$ cat config.mk
export PLATFORM = sky130hd
export DESIGN_NAME = reg_share_arbiter
export DESIGN_NICKNAME = d
export VERILOG_FILES = /design/src/rtl/reg_share_arbiter.sv
export SDC_FILE = /design/constraint.sdc
export NUM_CORES = 1
export LEC_CHECK = 0
export CAP_MARGIN = 20
export CORE_AREA = 2 2 53 55
export DETAILED_ROUTE_END_ITERATION = 10
export DIE_AREA = 0 0 55 57
export PLACE_DENSITY = 0.72
export SLEW_MARGIN = 15
export SYNTH_ARGS = -nofsm -noshare
export SYNTH_HDL_FRONTEND = slang
export SYNTH_SLANG_ARGS = --single-unit
$ cat constraint.sdc
create_clock -name clk -period 3.06 [get_ports clk]
set_input_delay 0.918 -clock clk [delete_from_list [all_inputs] [get_ports clk]]
set_output_delay 0.918 -clock clk [all_outputs]
set_load 0.01 [all_outputs]
$ cat src/rtl/reg_share_arbiter.sv
// reg_share_arbiter: round-robin arbiter loading one shared byte register with valid/ready output.
// Optional per-requester saturating grant counters when REG_SHARE_STATS_EN is defined.
module reg_share_arbiter #(
  parameter int NREQ = 4,
  parameter int PW = 2
) (
  input  logic              clk,
  input  logic              rst,
  input  logic [NREQ-1:0]   req,
  input  logic [8*NREQ-1:0] req_data,
  output logic [NREQ-1:0]   gnt,
  input  logic              flush,
  output logic [7:0]        out_data,
  output logic              out_valid,
  output logic [PW-1:0]     out_src,
  input  logic              out_ready
`ifdef REG_SHARE_STATS_EN
  ,
  output logic [8*NREQ-1:0] grant_cnt
`endif
);
  logic [PW-1:0] rr_ptr;
  logic [PW-1:0] win;
  logic [PW-1:0] j;
  logic          ld;
  // scan from the highest offset down so the nearest requester to rr_ptr wins last
  always_comb begin
    win = '0;
    j = '0;
    for (int k = NREQ - 1; k >= 0; k--) begin
      j = PW'((32'(rr_ptr) + 32'(k)) % NREQ);
      if (req[j]) win = j;
    end
  end
  assign ld = rst & ~flush & (~out_valid | out_ready) & (|req);
  assign gnt = ld ? (NREQ'(1) << win) : '0;
  always_ff @(posedge clk or negedge rst) begin
    if (!rst) begin
      out_data <= 8'h00;
      out_valid <= 1'b0;
      out_src <= '0;
      rr_ptr <= '0;
    end else if (ld) begin
      out_data <= req_data[{win, 3'b000} +: 8];
      out_src <= win;
      out_valid <= 1'b1;
      rr_ptr <= (win == PW'(NREQ - 1)) ? '0 : win + 1'b1;
    end else if (flush || out_ready) begin
      out_valid <= 1'b0;
    end
  end
`ifdef REG_SHARE_STATS_EN
  always_ff @(posedge clk or negedge rst) begin
    if (!rst) begin
      grant_cnt <= '0;
    end else begin
      for (int i = 0; i < NREQ; i++)
        if (gnt[i] && grant_cnt[8*i +: 8] != 8'hFF) grant_cnt[8*i +: 8] <= grant_cnt[8*i +: 8] + 8'd1;
    end
  end
`endif
endmodule

==> results.tsv <==
metric	value	unit
status	completed	
start_util	32.4	%
cts_tree	built	
avgSynthCellArea	9.43	sq um
antenna_left	0	
nets	212	
synth_edf_count	0	
cts_hold_buf	0	
max-cap-violations	0	
drive_above_1_share	32.4	%
crit_slowest_cell	or4_4	
powerDensity	568	nW/um^2
crit_path_start_kind	input port	
grt_max_degree	14	
wl	2950	um
syn_to_final_growth	92.2	%
critPathBufInv	2	
vias	1058	
place_congestion	0.865	
postSynth.asyncResetShare	100	%
insertion_delay	0.27	ns
path_max_fanout	4	
required	2.14	ns
syn_area	848	sq um
wl_per_cell	14.7	um
slowest_delay	0.54	ns
skew	0.000640	ns
reg2regPathDepth	16	
std_cell_rows	19	
routed_via_density	5.26	
drtPass1Iterations	4	
fp.dieH	57	um
layout_min_cycle_time	2.99	ns
cts.path.max_buffers	2	
critPathArrivalTime	2.07	ns
hold_ws	0.477	ns
reg2reg_to	rr_ptr[0]$_DFFE_PN0P_	
path_cells	buf_2, or4_4, and4b_1, and2_1, buf_2	
fin_util	62.3	%
io_buffers	54	
synth.most_common_cell	dfrtp_1	
fmax	335	MHz
synthTopCellsByArea	dfrtp_1 (38%), mux2_2 (11%), a221o_1 (9.4%)	
synth_top_cell_area_share	38.3	%
route.detailed.drc	0	
synth_cells	90	
rsz0062_at_grt	false	
seqCellArea	325	sq um
ys_types	30	
path_delay_family	simple AND/OR/NAND/NOR gates	
diodes	0	
crit_top_cell	buf_2	
multi_input_area	541	sq um
rr_startpoint	rr_ptr[1]$_DFFE_PN0P_	
min_path_type	flop to flop	
cts_inserted_buffers	3	
yosys-top-cells-count	dfrtp_1 (13), o21ai_0 (10)	
final_area	1630	sq um
antenna_found_initial	0	
min_to	out_src[0]$_DFFE_PN0P_	
peakVddDrop	308	uV
worstHoldStart	out_src[0]$_DFFE_PN0P_	
clk_pin_slew	0.08	ns
synthFlopType	dfrtp_1	
critPathCaptureType	output pin	
hold_viol	0	
num-fill-cells	238	
seq_area_frac_synth	38.3	%
yosysTopAreaCell	dfrtp_1	
leakagePower	0.730	nW
finalCritPeriodShare	97.7	%
worstMarginPinSlew	0.760	ns
hpwl	2170	um
num_io_pins	55	
coreArea	2620	sq um
grt_pass1_vias	1062	
grt_overflow	0	
die_w	55	um
placed_area	1530	sq um
reg2reg_setup_slack	0.36	ns
drt_iter0_markers	11	
crit_type	input port to output pin	
synth_seq_cells	13	
relSlewSlack	49.1	%
yosysWarnings	0	
slew_violations	0	
htreeDepth	1	
holdPathStages	2	
layoutNonFillerInstCount	201	
fp.dieArea	3140	sq um
clock_sinks	13	
final-setup-viol-count	0	
grt_use_total	20.2	%
dp.cells	187	
grt_pass1_wl	4600	um
root_buffer	clkbuf_4	
synth_nets	131	
## state kept, by name, indices dropped and copies added (netlist names)
register	count
out_data	8
out_src	2
out_valid	1
rr_ptr	2
## worst max-delay path by stage
stage / startpoint / to / slack, ns / cells after the start
5_1_grt: req[1] / gnt[3] / 0.01 / 7
4_1_cts: req[3] / gnt[3] / 0.003 / 5
6_report: req[0] / gnt[3] / 0.07 / 5
3_3_place_gp: req[2] / gnt[3] / -0.65 / 7
2_1_floorplan: req[1] / gnt[2] / 0.11 / 4
3_5_place_dp: req[2] / gnt[3] / -0.71 / 7
## layout make-up
cell class | count | area share (%)
Timing Repair Buffer | 79 | 42.7
Multi-Input combinational cell | 73 | 33.2
Sequential cell | 13 | 20.0
Tap cell | 31 | 2.38
Clock buffer | 4 | 1.61
Inverter | 1 | 0.230
## power breakdown
part	internal (mW)	switching, mW
Combinational	0.316	0.232
Clock	0.0504	0.0528
Sequential	0.235	0.0405
## cell families after synthesis
group	Yosys count	synth area share [%]
muxes	8	10.6
adders and majority gates	1	1.47
DFF	13	38.3
AOI/OAI and AO/OA	34	28.0
buffers and inverters	4	2.06
and+or+nand+nor	30	19.5
## cell usage in the layout (no fill, tap or decap), types with 3 or more instances in the layout
cell type and count:
nand3_1 8, clkdlybuf4s50_1 43, buf_2 7, mux2_2 8, o21ai_0 10, dfrtp_1 13, nand2_1 7, a21oi_1 8
buf_4 25, dlymetal6s2s_1 3, clkbuf_4 3, a221o_1 8
## metal layers
layer	track usage [%]	vias up	routed length (um)	part of all wire [%]
li1	-	508	-	-
met1	22.8	493	1130	38
met2	33.8	49	1470	50
met3	7.07	8	289	9.8
met4	8.01	0	59	2.0
met5	0	-	0	0
## through the flow
step	TNS (ns)	total power, mW	worst slack, ns
after CTS	0	0.917	0.00260
after global routing	0	0.994	0.0111
after global placement	-2.46	0.784	-0.646
final	0	0.926	0.0714
after floorplan	0	0.515	0.110
after detailed placement	-2.65	0.794	-0.710
## repair_timing
action	in CTS	in global routing
pin swaps	4	2
setup endpoints to repair	4	6
gates resized for setup	32	9
buffers inserted	10	0
## tightest hold or removal path: stages, from the launching register on
cell	delay, ns
dfrtp_1	0.35
nand2_1	0.05
nand2_1	0.05
(Power assumes the default switching activity.)
